## config.mk

```make
export PLATFORM = sky130hd
export DESIGN_NAME = result_window_stats
export DESIGN_NICKNAME = d
export VERILOG_FILES = /design/src/rtl/result_window_stats.sv
export SDC_FILE = /design/constraint.sdc
export NUM_CORES = 1
export LEC_CHECK = 0
export BUFFER_PORTS_ARGS = -buffer_cell sky130_fd_sc_hd__buf_4
export CORE_MARGIN = 2
export CORE_UTILIZATION = 59
export DETAILED_ROUTE_END_ITERATION = 7
export MAX_ROUTING_LAYER = met4
export PLACE_DENSITY = 0.91
export SETUP_SLACK_MARGIN = 0.05
export SKIP_CTS_REPAIR_TIMING = 1
export SLEW_MARGIN = 25
export SYNTH_ARGS = -nofsm -noshare
export SYNTH_HDL_FRONTEND = slang
export SYNTH_SLANG_ARGS = --single-unit
```

## constraint.sdc

```tcl
create_clock -name clk_i -period 4.65 [get_ports clk_i]
set_input_delay 0.465 -clock clk_i [delete_from_list [all_inputs] [get_ports clk_i]]
set_output_delay 0.465 -clock clk_i [all_outputs]
set_load 0.01 [all_outputs]
```

## src/rtl/result_window_stats.sv

```systemverilog
// Accumulates a window of (x, z) samples and reports sum(x), max(z), min(z) and the count.
// The summary is held until the sink acknowledges it; a flush closes a partial window early.
module result_window_stats #(
  parameter int unsigned XWIDTH   = 16,
  parameter int unsigned ZWIDTH   = 8,
  parameter int unsigned WINDOW   = 8,
  parameter int unsigned SUMWIDTH = 24
) (
  input  logic                clk_i,
  input  logic                rst_ni,
  input  logic                in_valid_i,
  output logic                in_ready_o,
  input  logic [XWIDTH-1:0]   x_i,
  input  logic [ZWIDTH-1:0]   z_i,
  input  logic                flush_i,
  output logic                out_valid_o,
  input  logic                out_ready_i,
  output logic [SUMWIDTH-1:0] sum_x_o,
  output logic [ZWIDTH-1:0]   max_z_o,
  output logic [ZWIDTH-1:0]   min_z_o,
  output logic [7:0]          count_o
);

  // state  | meaning
  // ACCUM  | accepting samples, running statistics visible on the outputs
  // REPORT | summary held, waiting for out_ready_i
  typedef enum logic {ACCUM, REPORT} state_e;

  state_e              state_q;
  logic [SUMWIDTH-1:0] sum_q, sum_d;
  logic [ZWIDTH-1:0]   max_q, max_d, min_q, min_d;
  logic [7:0]          cnt_q, cnt_d;
  logic                out_valid_q, in_ready_q;
  logic                accept, close;

  assign accept = (state_q == ACCUM) && in_valid_i;

  always_comb begin
    sum_d = sum_q;
    max_d = max_q;
    min_d = min_q;
    cnt_d = cnt_q;
    if (accept) begin
      sum_d = sum_q + SUMWIDTH'(x_i);
      if (z_i > max_q) max_d = z_i;
      if (z_i < min_q) min_d = z_i;
      cnt_d = cnt_q + 8'd1;
    end
  end

  // A same-cycle acceptance is already folded into cnt_d, so flush sees the final count.
  assign close = (state_q == ACCUM) &&
                 ((accept && (cnt_d == 8'(WINDOW))) || (flush_i && (cnt_d != 8'd0)));

  always_ff @(posedge clk_i or negedge rst_ni) begin
    if (!rst_ni) begin
      state_q     <= ACCUM;
      sum_q       <= '0;
      max_q       <= '0;
      min_q       <= '1;
      cnt_q       <= '0;
      out_valid_q <= 1'b0;
      in_ready_q  <= 1'b1;
    end else begin
      case (state_q)
        ACCUM: begin
          sum_q <= sum_d;
          max_q <= max_d;
          min_q <= min_d;
          cnt_q <= cnt_d;
          if (close) begin
            state_q     <= REPORT;
            out_valid_q <= 1'b1;
            in_ready_q  <= 1'b0;
          end
        end
        REPORT: begin
          if (out_ready_i) begin
            state_q     <= ACCUM;
            sum_q       <= '0;
            max_q       <= '0;
            min_q       <= '1;
            cnt_q       <= '0;
            out_valid_q <= 1'b0;
            in_ready_q  <= 1'b1;
          end
        end
        default: state_q <= ACCUM;
      endcase
    end
  end

  assign in_ready_o  = in_ready_q;
  assign out_valid_o = out_valid_q;
  assign sum_x_o     = sum_q;
  assign max_z_o     = max_q;
  assign min_z_o     = min_q;
  assign count_o     = cnt_q;

endmodule

```

Yosys cells after proc, flatten, opt, wreduce, memory -nomap -nowiden. Index checks and enable logic that the tools add are counted.

Register bits after elaboration: 51.

$add $sub $neg: 2. $lt $le $gt $ge: 2. Equality and inequality tests: 6. Mux-type cells: 22. Bitwise gates (word level): 1. Reduce and logical (&&, ||, !) cells: 10.

Operator list (count): 2-to-1 mux 8 bit (7); 2-to-1 mux 24 bit (2); case mux 24 bit (2 select lines) (1); case mux 8 bit (2 select lines) (3); adder 24 x 16 -> 24 bit (1); adder 8 x 1 -> 8 bit (second input constant) (1); equality test 8 x 4 -> 1 bit (second input constant) (1); greater-than comparator 8 bit (1); < comparator 8 bit (1); nonzero test 8 bit (1); 2-to-1 mux 1 bit (6); inequality test 2 bit (second input constant) (3); case mux 1 bit (2 select lines) (3); AND reduction 3 bit (2); logical AND 1 bit (4); inequality test 2 x 1 -> 1 bit (second input constant) (2); AND reduction 2 bit (2); logical OR 1 bit (1); inverter 1 bit (1).

Depth between registers and ports, before layout. Gate-level depths: netlist (run 1).

Depth after elaboration: 9. Gate-level depth with buffers: 8. Gate-level depth less buffers: 8.

Least setup slack after synthesis (run 1). Ideal clock, no wire load.

Kind: input port to flip-flop. Start: input port x_i[0]. End: register sum_q[18], in the netlist sum_x_o[18]. Library setup time: 0.079 ns. Arrival time: 2.178 ns. Required time: 4.571 ns. Slack: 2.392 ns. Cell stages on the path: 8. Buffers on the path: 0. Path through: ha_1 fa_1 a21o_1 a221oi_2 or4_4 a21oi_2 o211ai_1 mux2i_1.

Word-level cells in the longest chain between the ends: 3.

Ends and longest elaborated chain: start, declared (RTL line 13) `input logic [XWIDTH-1:0] x_i,`; adder 24 x 16 -> 24 bit (RTL line 44) `sum_d = sum_q + SUMWIDTH'(x_i);`; 2-to-1 mux 24 bit (RTL line 43) `if (accept) begin`; case mux 24 bit (2 select lines) (RTL line 65) `case (state_q)`; end signal, assigned (RTL line 67) `sum_q <= sum_d;`; end, declared (RTL line 30) `logic [SUMWIDTH-1:0] sum_q, sum_d;`.

Every way passes these cells. The select of a mux whose other input is x is not followed. A chain may end at the register's enable or synchronous reset.

Worst setup path after layout (run 1).
Start: register sum_q[0], in the netlist sum_x_o[0]. End: register sum_q[20], in the netlist sum_x_o[20].

Word-level cells in the longest chain between the ends: 3.

Ends and longest elaborated chain (RTL line): adder 24 x 16 -> 24 bit (44); 2-to-1 mux 24 bit (43); case mux 24 bit (2 select lines) (65).

Every way passes these cells. The select of a mux whose other input is x is not followed.

==> run summary, run 1 <==
Area after DPL: 0.00407 mm²
Synth Area in Adders: 12.1%
Drt total wl: 8250 µm
Final Max Slew Viols: 0
Synth Register Bits: 51
Area of the multi-input gates: 0.00202 mm²
Setup WS pre-CTS: 2.00 ns
Most common cell after layout, fill and taps aside: buf_4
First-pass GRT wire length: 13600 µm
IO buf count: 78
Cell variety after synth: 56
Fmax: 398 MHz
RSZ-0062 raised after global routing: false
TNS Setup: 0 ns
EDFF count, synth: 0
Die H: 80.6 µm
Initial Utilization: 62.1%
Clock tree buffer depth: 2
Slowest CP cell: dfrtp_1
Vias in the first global route: 2959
# H-tree levels: 2
Final Setup Violations: 0
Net Switching: 0.00102 W
Most used DFF post-synth: dfrtp_1
Synth Instances: 369
Syn_area_per_cell: 9.38 µm²
Initial antenna violation count: 0
Core Area: 0.00557 mm²
Syn nets: 431
# rows: 27
Final nets: 505
Power share of the sequential group: 33.7%
Fillers: 418
Die footprint: 0.00649 mm²
Pre-antenna DRT Iters: 5
Num CTS Buffers: 5
GP Congestion: 0.938
YS warnings: 0
CTS tree: yes
WP data arrival: 2.73 ns
Layout cell share with drive strength beyond 1: 23.9%
Max transition margin: 53.9%
I/O pin cnt: 79
Max VDD drop: 325 µV
Design area: 0.00417 mm²
Largest family of logic cells by synthesized area: compound AO/OA/AOI/OAI gates
Clk pwr share: 11.9%
Clock root cell: clkbuf_8
CTS sink count: 51
Reg2Reg Depth: 8
Hold Fails Final Rpt: 0
Diode count: 0
Width of the chip: 80.6 µm
Critical Path RT: 4.87 ns
Post-route clock period utilization: 54.0%
Clock transition at path regs: 0.10 ns
Initial DRC count: 123
Pwr dens: 564 mW/mm²
Largest net degree at the start of global routing: 52
Reg area: 0.00129 mm²
Gr usage total: 27.4%
Final core utilization: 74.9%
Outcome: finished, final reports clean
Number of max-cap violations: 0
Hpwl dp: 6030 µm
Internal Power: 0.00134 W
Asr flop ratio synth: 100%
Worst r2r dst: sum_x_o[20]
Reg2reg setup slack: 2.14 ns
Vias: 3082
Most frequent cells in the layout: 78 x buf_4, 56 x nand2_1, 42 x dfrtp_1
Worst-skew pair later-pin latency: 0.31 ns
Hold Crit Class: in -> async
Routed Antenna Nets: 0
Clk_skew: 0.00860 ns
Compound-Gate Fraction of Synth Area: 18.1%
Max incr delay on CP: 0.42 ns
DRC viols: 0
Sw Share: 43.2%
Crit start category: flop
Critical Path Sink Type: flop
Simple logic cell fraction of the synthesized area: 16.1%
WL/cell: 16.0 µm
DR vias/cell: 5.97
Logic pwr share: 54.4%
Minimum clock period after layout: 2.51 ns
Worst setup margin: 2.14 ns
Area grow syn2layout: 20.6%
Worst Path Max Fanout: 4
Post-synthesis xor/xnor area fraction: 4.30%
Seq/Total Area, Yosys: 37.2%
Static leakage: 2.11 nW
Post-synthesis mux area share: 7.52%
Worst Max-Slew Pin Slew: 0.689 ns
Total gr overflow: 0
Worst R2R Start: sum_x_o[0]
Critical setup path kind: reg -> reg
Mapped Area: 0.00346 mm²
Critical path cell sequence: ha_1 > fa_1 > a21o_1 > a221oi_2 > or4_4 > a21oi_2 > o211ai_1 > mux2i_1
## cells by family (layout without fill, tap and decap cells)
logic type	Yosys count	after routing
compound gates	92	92
xor+xnor	17	17
fa+ha+maj	33	33
buf+inv	36	111
flops	51	51
mux	26	26
simple gates	114	114
## critical path: cells and delay by family, from the launching register on
family,cells,cell delay (ns)
AO/OA/AOI/OAI,4,0.89
adder cells (fa/ha/maj),2,0.65
flip-flops,1,0.42
multiplexers,1,0.24
AND/OR/NAND/NOR,1,0.23
## sequential cells by signal, summed over array words and instances, names as in the netlist
register     count
in_ready_o       1
max_z_o          8
sum_x_o         24
out_valid_o      1
state_q          1
count_o          8
min_z_o          8
## how the worst max path moves through the flow
stage	endpoint	cells past startpoint	slack (ns)	start
CTS	sum_x_o[20]	8	2.14	sum_x_o[0]
global route	sum_x_o[20]	8	2.01	sum_x_o[0]
global placement	sum_x_o[18]	9	2.16	x_i[0]
finish	sum_x_o[20]	8	2.14	sum_x_o[0]
detailed placement	sum_x_o[20]	9	2.00	x_i[0]
floorplan	sum_x_o[18]	8	2.39	x_i[0]
## power groups by stage
| stage | combinational (W) | clock (W) | sequential (W) |
|---|---|---|---|
| after floorplan | 0.000816 | 0 | 0.000806 |
| after global placement | 0.00122 | 0 | 0.000783 |
| after detailed placement | 0.00127 | 0 | 0.000794 |
| after CTS | 0.00128 | 0.000285 | 0.000789 |
| after global routing | 0.00141 | 0.000303 | 0.000816 |
| final | 0.00128 | 0.000280 | 0.000793 |
## per-stage QoR
step / std cells / hold slack (ns) / total power, W
global placement: 508 / 0.471 / 0.00200
global route: 516 / 0.232 / 0.00253
CTS: 516 / 0.194 / 0.00236
finish: 516 / 0.179 / 0.00235
floorplan: 369 / 0.169 / 0.00162
detailed placement: 508 / 0.489 / 0.00206
## cell type report
class | instances | share of cell area [%]
tap | 72 | 2.16
sequential | 51 | 30.9
timing repair buffer | 78 | 14.0
clock buffer | 6 | 1.98
inverter | 25 | 2.25
multi-input combinational | 282 | 48.3
clock inverter | 2 | 0.390
## synthesized netlist by cell type, types with 9 or more instances
| master | count | share of area [%] |
|---|---|---|
| ha_1 | 32 | 12 |
| nand2_1 | 56 | 6.1 |
| nand4_1 | 10 | 1.8 |
| xor2_1 | 9 | 2.3 |
| a21oi_1 | 22 | 3.2 |
| dfrtp_1 | 42 | 30 |
| inv_1 | 24 | 2.6 |
| o21ai_0 | 13 | 1.9 |
| mux2i_1 | 26 | 7.5 |
| o21ai_1 | 12 | 1.7 |
| nor2_1 | 14 | 1.5 |
| dfstp_2 | 9 | 6.8 |
## per-layer routing
metal  global-route usage, %  vias up  wire length, µm
met1                    34.3     1497             3580
met4                    7.80        0               93
met5                       -        -                0
li1                        -     1469                -
met2                    47.0      107             4130
met3                    3.15        9              438
Power figures use the tool's default switching activity.
==> run 2, diff against run 1 <==
--- a/config.mk
+++ b/config.mk
@@ -7,10 +7,10 @@
 export LEC_CHECK = 0
 export BUFFER_PORTS_ARGS = -buffer_cell sky130_fd_sc_hd__buf_4
 export CORE_MARGIN = 2
-export CORE_UTILIZATION = 59
+export CORE_UTILIZATION = 49
 export DETAILED_ROUTE_END_ITERATION = 7
 export MAX_ROUTING_LAYER = met4
-export PLACE_DENSITY = 0.91
+export PLACE_DENSITY = 0.81
 export SETUP_SLACK_MARGIN = 0.05
 export SKIP_CTS_REPAIR_TIMING = 1
 export SLEW_MARGIN = 25
==> constraint.sdc (replaced) <==
create_clock -name clk_i -period 2.3 [get_ports clk_i]
set_input_delay 0.23 -clock clk_i [delete_from_list [all_inputs] [get_ports clk_i]]
set_output_delay 0.23 -clock clk_i [all_outputs]
set_load 0.01 [all_outputs]
==> run summary, run 2 (same netlist as run 1, synthesis figures left out) <==
Outcome: finished, final reports clean
Critical path cell sequence: ha_2 > fa_2 > a21o_1 > a221oi_4 > or4_4 > a21oi_4 > o211ai_1 > mux2i_1
Die footprint: 0.00775 mm² (+19%)
Die H: 88.0 µm (+9.2%)
Hold Fails Final Rpt: 0 (unchanged)
Core Area: 0.00683 mm² (+23%)
WP data arrival: 2.46 ns (-0.27 ns)
Width of the chip: 88.0 µm (+9.2%)
Met2 Use GR: 37.5% (-9.5 points)
I/O pin cnt: 79 (unchanged)
Critical Path Sink Type: flop
Largest net degree at the start of global routing: 52 (unchanged)
Max transition margin: 54.3% (+0.31 points)
Clock transition at path regs: 0.09 ns (about the same)
IO buf count: 78 (unchanged)
Diode count: 0 (unchanged)
# H-tree levels: 2 (unchanged)
Layout cell share with drive strength beyond 1: 27.1% (+3.2 points)
Final Setup Violations: 0 (unchanged)
Final core utilization: 63.6% (-11 points)
GP Congestion: 0.872 (-7.0%)
Max incr delay on CP: 0.40 ns (-0.02 ns)
Initial Utilization: 50.7% (-11 points)
Most frequent cells in the layout: 90 x buf_4, 56 x nand2_1, 42 x dfrtp_1
Worst Path Max Fanout: 4 (unchanged)
Met1 Use GR: 29.1% (-5.1 points)
GR Util met3: 4.15% (+1.0 points)
Clock tree buffer depth: 2 (unchanged)
Clk_skew: 0.00563 ns (-0.00297 ns)
Crit start category: flop
Initial antenna violation count: 0 (unchanged)
RSZ-0062 raised after global routing: true
Worst-skew pair later-pin latency: 0.31 ns (about the same)
Slowest CP cell: dfrtp_1
Max VDD drop: 477 µV (+47%)
Pwr Total: 0.00489 W (+110%)
Initial DRC count: 221 (+80%)
Vias in the first global route: 2921 (-1.3%)
Gr usage total: 22.8% (-4.6 points)
Critical setup path kind: reg -> reg
Hpwl dp: 6270 µm (+4.0%)
DRC viols: 0 (unchanged)
Critical Path RT: 2.53 ns (-2.34 ns)
Total gr overflow: 0 (unchanged)
Clock root cell: clkbuf_8
DR vias/cell: 5.56 (-6.9%)
# rows: 30 (+11%)
Vias: 3079 (-0.097%)
Minimum clock period after layout: 2.23 ns (-0.281 ns)
Routed Antenna Nets: 0 (unchanged)
Area grow syn2layout: 25.5%
Pre-antenna DRT Iters: 4 (-1)
Post-route clock period utilization: 96.9% (+43 points)
CTS sink count: 51 (unchanged)
Pwr dens: 1130 mW/mm² (+100%)
Drt total wl: 8550 µm (+3.7%)
Fillers: 601 (+44%)
GRT busiest layer: met2
Static leakage: 2.17 nW (+2.9%)
Worst Max-Slew Pin Slew: 0.685 ns (-0.00368 ns)
First-pass GRT wire length: 13500 µm (-0.66%)
Fmax: 449 MHz (+13%)
Largest register FFs: 24 (unchanged)
Hold Crit Class: in -> reg
Num CTS Buffers: 5 (unchanged)
CTS tree: yes
Number of max-cap violations: 0 (unchanged)
Final nets: 519 (+2.8%)
Most common cell after layout, fill and taps aside: buf_4
Final Max Slew Viols: 0 (unchanged)
WL/cell: 15.4 µm (-3.4%)
-- run 2: report_power, final --
group	switching, W	total, W	internal (W)
registers	0.000298	0.00155	0.00125
clock network	0.000306	0.000521	0.000215
logic	0.00149	0.00282	0.00133
-- run 2: path summary, 6_finish.rpt --
path                              from           to  slack [ns]  depth (start not counted)
min in group asynchronous       rst_ni  sum_x_o[21]        0.49                          2
max in group asynchronous       rst_ni   count_o[2]        1.35                          2
hold / removal                  z_i[2]   min_z_o[2]        0.17                          3
setup / recovery            sum_x_o[0]  sum_x_o[20]        0.07                          8
hold reg to reg            sum_x_o[23]  sum_x_o[23]        0.50                          1
setup reg to reg            sum_x_o[0]  sum_x_o[20]        0.07                          8
-- run 2: area by class of cell --
cell class,count,area (µm²),area share [%]
well taps,96,120,2.76
clock buffers,7,76.3,1.76
repair buffers,92,697,16.0
clock inverters,1,5.00,0.115
multi-input cells,282,2060,47.5
flip-flops and latches,51,1290,29.6
inverters,25,93.8,2.16
-- run 2: worst max-delay path: cells and delay by family (launching register included) --
family	cells	cell delay (ns)
AND/OR/NAND/NOR	1	0.20
adder cells (fa/ha/maj)	2	0.54
AO/OA/AOI/OAI	4	0.81
multiplexers	1	0.21
flip-flops	1	0.40
-- run 2: through the flow --
stage / instance area, µm² / setup TNS (ns) / hold slack, ns / setup slack (ns) / std cells
finish: 4340 / 0 / 0.167 / 0.0707 / 554
global route: 4340 / 0 / 0.165 / 0.000423 / 554
global placement: 4180 / 0 / 0.307 / 0.0447 / 543
detailed placement: 4180 / -0.150 / 0.312 / -0.0539 / 543
floorplan: 3460 / 0 / -0.0656 / 0.0885 / 369
CTS: 4270 / -0.187 / -0.0272 / -0.0812 / 551
-- run 2: routing by layer --
metal	vias up	share of wire (%)
li1	1495	-
met2	97	49
met1	1480	44
met4	0	0.90
met3	7	5.3
met5	-	0
